<file path="src/rtl/uart_rx_fifo.sv">
// uart_rx_fifo: 8N1 UART receiver with glitch-rejecting start detection, sticky error flags and an FWFT byte FIFO; define UART_RX_PARITY_EN for 8E1 framing with a parity_err flag.
module uart_rx_fifo #(
    parameter int DIV_W   = 16,
    parameter int FIFO_AW = 4
) (
    input  logic               clk,
    input  logic               reset,
    input  logic [DIV_W-1:0]   cfg_divider,
    input  logic               rx,
    input  logic               rd_en,
    output logic [7:0]         rd_data,
    output logic               rd_valid,
    output logic [FIFO_AW:0]   rx_count,
    output logic               frame_err,
    output logic               overrun,
    input  logic               err_clr
`ifdef UART_RX_PARITY_EN
    ,
    output logic               parity_err
`endif
);
    localparam int DEPTH = 2 ** FIFO_AW;
`ifdef UART_RX_PARITY_EN
    typedef enum logic [2:0] {IDLE, START, DATA, PARITY, STOP, BRK} state_t;
    logic perr_set;
`else
    typedef enum logic [2:0] {IDLE, START, DATA, STOP, BRK} state_t;
`endif
    state_t state, state_nxt;
    logic rx_meta, rxs;
    logic [DIV_W-1:0] cnt, cnt_nxt, div_q, div_nxt, div_eff;
    logic [2:0] idx, idx_nxt;
    logic [7:0] shreg, sh_nxt;
    logic tick, push, ferr_set, ovr_set, do_push, do_pop, full;
    logic [FIFO_AW-1:0] wr_ptr, rd_ptr;
    logic [7:0] mem [DEPTH];

    assign div_eff = (cfg_divider < DIV_W'(4)) ? DIV_W'(4) : cfg_divider;
    assign tick    = (cnt == '0);

    // Two-flop synchronizer; resets high so reset never looks like a start bit
    always_ff @(posedge clk or posedge reset) begin
        if (reset) begin
            rx_meta <= 1'b1;
            rxs     <= 1'b1;
        end else begin
            rx_meta <= rx;
            rxs     <= rx_meta;
        end
    end

    // Receive FSM registers
    always_ff @(posedge clk or posedge reset) begin
        if (reset) begin
            state <= IDLE;
            cnt   <= '0;
            div_q <= DIV_W'(4);
            idx   <= '0;
            shreg <= '0;
        end else begin
            state <= state_nxt;
            cnt   <= cnt_nxt;
            div_q <= div_nxt;
            idx   <= idx_nxt;
            shreg <= sh_nxt;
        end
    end

    // Bit timing, mid-bit sampling and frame accept/reject decisions
    always_comb begin
        state_nxt = state;
        cnt_nxt   = tick ? cnt : cnt - 1'b1;
        div_nxt   = div_q;
        idx_nxt   = idx;
        sh_nxt    = shreg;
        push      = 1'b0;
        ferr_set  = 1'b0;
`ifdef UART_RX_PARITY_EN
        perr_set  = 1'b0;
`endif
        case (state)
            IDLE: if (!rxs) begin
                state_nxt = START;
                div_nxt   = div_eff;
                cnt_nxt   = (div_eff >> 1) - 1'b1;
            end
            START: if (tick) begin
                state_nxt = rxs ? IDLE : DATA;
                cnt_nxt   = div_q - 1'b1;
                idx_nxt   = '0;
            end
            DATA: if (tick) begin
                sh_nxt  = {rxs, shreg[7:1]};
                idx_nxt = idx + 1'b1;
                cnt_nxt = div_q - 1'b1;
`ifdef UART_RX_PARITY_EN
                if (idx == 3'd7) state_nxt = PARITY;
`else
                if (idx == 3'd7) state_nxt = STOP;
`endif
            end
`ifdef UART_RX_PARITY_EN
            PARITY: if (tick) begin
                perr_set  = ^{shreg, rxs};
                state_nxt = STOP;
                cnt_nxt   = div_q - 1'b1;
            end
`endif
            STOP: if (tick) begin
                push      = rxs;
                ferr_set  = !rxs;
                state_nxt = rxs ? IDLE : BRK;
            end
            BRK: if (rxs) state_nxt = IDLE;
            default: state_nxt = IDLE;
        endcase
    end

    assign full     = rx_count == (FIFO_AW+1)'(DEPTH);
    assign rd_valid = rx_count != '0;
    assign do_pop   = rd_en && rd_valid;
    assign do_push  = push && (!full || do_pop);
    assign ovr_set  = push && full && !do_pop;
    assign rd_data  = rd_valid ? mem[rd_ptr] : 8'h00;

    // Byte storage; unreset because rd_data is masked while empty
    always_ff @(posedge clk) begin
        if (do_push) mem[wr_ptr] <= shreg;
    end

    // Pointers, occupancy and sticky error flags (a new error beats err_clr)
    always_ff @(posedge clk or posedge reset) begin
        if (reset) begin
            wr_ptr    <= '0;
            rd_ptr    <= '0;
            rx_count  <= '0;
            frame_err <= 1'b0;
            overrun   <= 1'b0;
`ifdef UART_RX_PARITY_EN
            parity_err <= 1'b0;
`endif
        end else begin
            if (do_push) wr_ptr <= wr_ptr + 1'b1;
            if (do_pop) rd_ptr <= rd_ptr + 1'b1;
            rx_count  <= rx_count + (FIFO_AW+1)'(do_push) - (FIFO_AW+1)'(do_pop);
            frame_err <= ferr_set | (frame_err & ~err_clr);
            overrun   <= ovr_set | (overrun & ~err_clr);
`ifdef UART_RX_PARITY_EN
            parity_err <= perr_set | (parity_err & ~err_clr);
`endif
        end
    end
endmodule

</file>
<file path="config.mk">
export PLATFORM = sky130hd
export DESIGN_NAME = uart_rx_fifo
export DESIGN_NICKNAME = d
export VERILOG_FILES = /design/src/rtl/uart_rx_fifo.sv
export SDC_FILE = /design/constraint.sdc
export NUM_CORES = 1
export LEC_CHECK = 0
export ABC_AREA = 1
export ABC_CLOCK_PERIOD_IN_PS = 3300
export BUFFER_PORTS_ARGS = -buffer_cell sky130_fd_sc_hd__buf_2
export CORE_MARGIN = 1
export CORE_UTILIZATION = 50
export DETAILED_ROUTE_END_ITERATION = 6
export PLACE_DENSITY_LB_ADDON = 0.1
export SYNTH_ARGS = -nofsm -noshare
export SYNTH_HDL_FRONTEND = slang
export SYNTH_SLANG_ARGS = --single-unit
</file>
<file path="constraint.sdc">
create_clock -name clk -period 3.3 [get_ports clk]
set_clock_uncertainty 0.05 [all_clocks]
set_input_delay 0.33 -clock clk [delete_from_list [all_inputs] [get_ports clk]]
set_output_delay 0.33 -clock clk [all_outputs]
set_load 0.01 [all_outputs]
</file>
==> results.toml <==
[run_status]
status = "finished, final reports clean"

[synth]
synthMuxAreaShare_pct = 0
synth_edf_count = 128
synth_area_per_cell_um2 = 9.50
synth_top_area_cell = "edfxtp_1"
async_flop_share_pct = 33.0
synth_xor_area_share_pct = 2.85
ys_ff_latch = 191
synth_compound_area_share_pct = 8.24
ys_types = 41
synth_area_leaders = "edfxtp_1, dfrtp_1, nand2_1, nor2_1, nand3_1"
synth_top_family_by_area = "simple AND/OR/NAND/NOR gates"
yosysWarnings = 0
postSynthCellCount = 969
synth_top_area_share_pct = 41.8
ys.flop_type = "edfxtp_1"
yosysSeqAreaShare_pct = 58.9
synth-simple-area-share_pct = 22.7
synthesis.nets = 1008
synthAdderAreaFrac_pct = 2.53
syn-cell-area_um2 = 9200

[setup_path]
critPathSlowestCell = "dfrtp_1"
required_ns = 3.56
critPathMaxStageDelay_ns = 0.41
worst_setup_path_start_kind = "register"
crit_top_cell = "inv_1"
cp_max_fo = 6
endpoint_kind = "register"
worstPathArrival_ns = 3.22
critPathKind = "register to register"
cp_cell_sequence = "inv_1 > ha_1 > inv_1 > nor3_4 > nand2_4 > nor2_4 > nand2_2 > ha_1 > inv_1 > ha_1 > inv_1 > fa_1 > o21ai_0 > a21oi_1 > xor2_1"
critPathTopFamily = "adder cells"
cp.buffers_inverters = 4

[timing]
post-route-min-period_ns = 2.95
grt_setup_unrepaired = "no"
drv_slew = 0
finalHoldWorstSlack_ns = 0.0768
hold_viol = 0
fmax_mhz = 339
worst_slew_pin_slew_ns = 0.845
setup_viol = 0
slew_headroom_pct = 43.7
finalCritPeriodShare_pct = 89.4
setup_tns_ns = 0

[detailed_routing]
ant_nets = 0
routed_wl_um = 21800
drtIter0Drc = 379
remaining_drc_errors = 0
dr.pass1.iters = 5
via_per_inst = 5.38
dr_total_vias = 6789
wire_per_inst_um = 17.2

[global_route]
grt_overflow = 0
grt_pass1_wl_um = 34100
track_usage_pct = 24.4
antenna_found_initial = 0
first_global_vias = 6434
grt_start_max_net_pins = 64

[min_path]
holdCritPathClass = "input pin to async pin"

[cells_and_area]
area_delta_synth_final_pct = 12.1
drive_above_1_share_pct = 12.2
final_area_um2 = 10300
final_util_pct = 57.2
antenna_cells = 0
nNetsFinal = 1060

[cts]
cts.clk_slew.worst_paths_ns = 0.07
clockRootBuffer = "clkbuf_16"
clock_sinks = 191
cts-htree-levels = 4
clock_latency_ns = 0.43
numCtsBuffers = 17
cts_tree = "done"
cts.path.max_buffers = 2

[floorplan]
start_util_pct = 51.1
die-area_um2 = 19000
coreArea_um2 = 18000
die_w_um = 138
rows = 49
io_pins = 37
dieHeight_um = 138

[place]
numPortBuffers = 36
dp_hpwl_um = 15200
gp_congestion = 0.893
placed_cell_area_um2 = 9740

[power]
p_per_area_nw_per_um2 = 785
peakVddDrop_v = 0.000491
p_leak_nw = 4.29

[flow_run]
max_cap_viol_count = 0
==> through the flow <==
stage / std cells / total power, mW / worst slack [ns]
floorplan: 969 / 5.26 / 0.597
global placement: 1230 / 6.17 / 0.401
detailed placement: 1230 / 6.20 / 0.358
CTS: 1263 / 8.16 / 0.339
global route: 1263 / 8.67 / 0.172
finish: 1263 / 8.10 / 0.348
==> logic make-up (layout without fill, tap and decap cells) <==
logic type      after synthesis  count (layout)
xor+xnor                     30              30
flops                       191             191
compound gates              133             133
simple gates                489             489
buf+inv                     108             173
fa+ha+maj                    18              18
==> area by class of cell <==
class                           count  area (µm²)
Clock buffer                       19         443
Tap cell                          229         287
Inverter                           78         298
Sequential cell                   191        5430
Fill cell                        1623        7710
Clock inverter                     13         121
Multi-Input combinational cell    670        3350
Timing Repair Buffer               63         398
==> power breakdown <==
| part | leakage (nW) | internal [mW] | total, mW | switching (mW) |
|---|---|---|---|---|
| combinational | 2.08 | 1.05 | 3.02 | 1.98 |
| clock | 0.276 | 1.02 | 1.96 | 0.943 |
| sequential | 1.93 | 2.81 | 3.12 | 0.314 |
| total | 4.29 | 4.87 | 8.10 | 3.23 |
==> state kept, by name (all words and copies together), names as in the netlist <==
register   count
mem          128
cnt           16
div_q         16
shreg          8
rx_count       5
rd_ptr         4
wr_ptr         4
idx            3
state          3
frame_err      1
overrun        1
rx_meta        1
rxs            1
==> worst reg2reg max path, stage by stage, from the launching register on <==
cell     delay, ns
dfrtp_1       0.41
inv_1         0.14
ha_1          0.19
inv_1         0.08
nor3_4        0.24
nand2_4       0.12
nor2_4        0.14
nand2_2       0.11
ha_1          0.30
inv_1         0.05
ha_1          0.15
inv_1         0.05
fa_1          0.38
o21ai_0       0.18
a21oi_1       0.10
xor2_1        0.14
==> synth_stat cells, types with 3 or more instances <==
master,count
dfrtp_1,60
ha_1,17
nor2_1,152
edfxtp_1,128
o221ai_1,8
inv_2,3
o21ai_1,4
nand2_2,9
nand3_1,79
o211ai_1,12
a21oi_1,31
o31ai_1,8
nand4_1,11
xnor2_1,7
nand3b_1,3
nor2_4,3
nand2_1,214
xor2_1,23
clkbuf_1,17
buf_4,3
inv_1,72
nor2_2,3
o21ai_0,64
nor3_1,5
buf_2,9
dfstp_2,3
==> metal layers <==
| layer | vias up | GRT usage [%] | part of all wire [%] |
|---|---|---|---|
| met1 | 3246 | 30.8 | 44 |
| met5 | - | 0 | 0 |
| li1 | 3369 | - | - |
| met2 | 138 | 42.4 | 50 |
| met4 | 0 | 9.77 | 2.8 |
| met3 | 36 | 3.27 | 3.3 |
==> repair_timing <==
| action | in CTS | in global routing |
|---|---|---|
| hold buffers | 1 | 0 |
| gates resized for setup | 0 | 0 |
| buffers inserted | 0 | 0 |
| hold endpoints to repair | 1 | 0 |
==> final timing paths <==
check                         from          end  slack (ns)  cells past startpoint
max                         cnt[0]  rx_count[4]        0.35                     15
min                          reset     div_q[7]        0.08                      3
max reg2reg                 cnt[0]  rx_count[4]        0.35                     15
min reg2reg                rx_meta          rxs        0.31                      0
max in group asynchronous    reset    rd_ptr[0]        2.52                      3
min in group clk           err_clr    frame_err        0.10                      2
==> cell usage in the layout, fill, tap and decap left out, drive strengths merged <==
master | netlist | routed
a22oi | 2 | 2
o22ai | 2 | 2
o221ai | 8 | 8
fa | 1 | 1
clkbuf | 17 | 19
nor3 | 8 | 8
o21a | 1 | 1
edfxtp | 128 | 128
o31ai | 8 | 8
nor2 | 158 | 158
dfstp | 3 | 3
clkinvlp | 0 | 1
inv | 75 | 82
xor2 | 23 | 23
clkinv | 3 | 8
nand3b | 3 | 3
nand3 | 81 | 81
nand2 | 224 | 224
dlygate4sd3 | 0 | 1
dfrtp | 60 | 60
a21oi | 31 | 31
o21bai | 1 | 1
o211ai | 12 | 12
o21ai | 68 | 68
xnor2 | 7 | 7
nor4 | 1 | 1
nand4 | 11 | 11
or2 | 3 | 3
buf | 13 | 62
ha | 17 | 17
(Power assumes the default switching activity.)
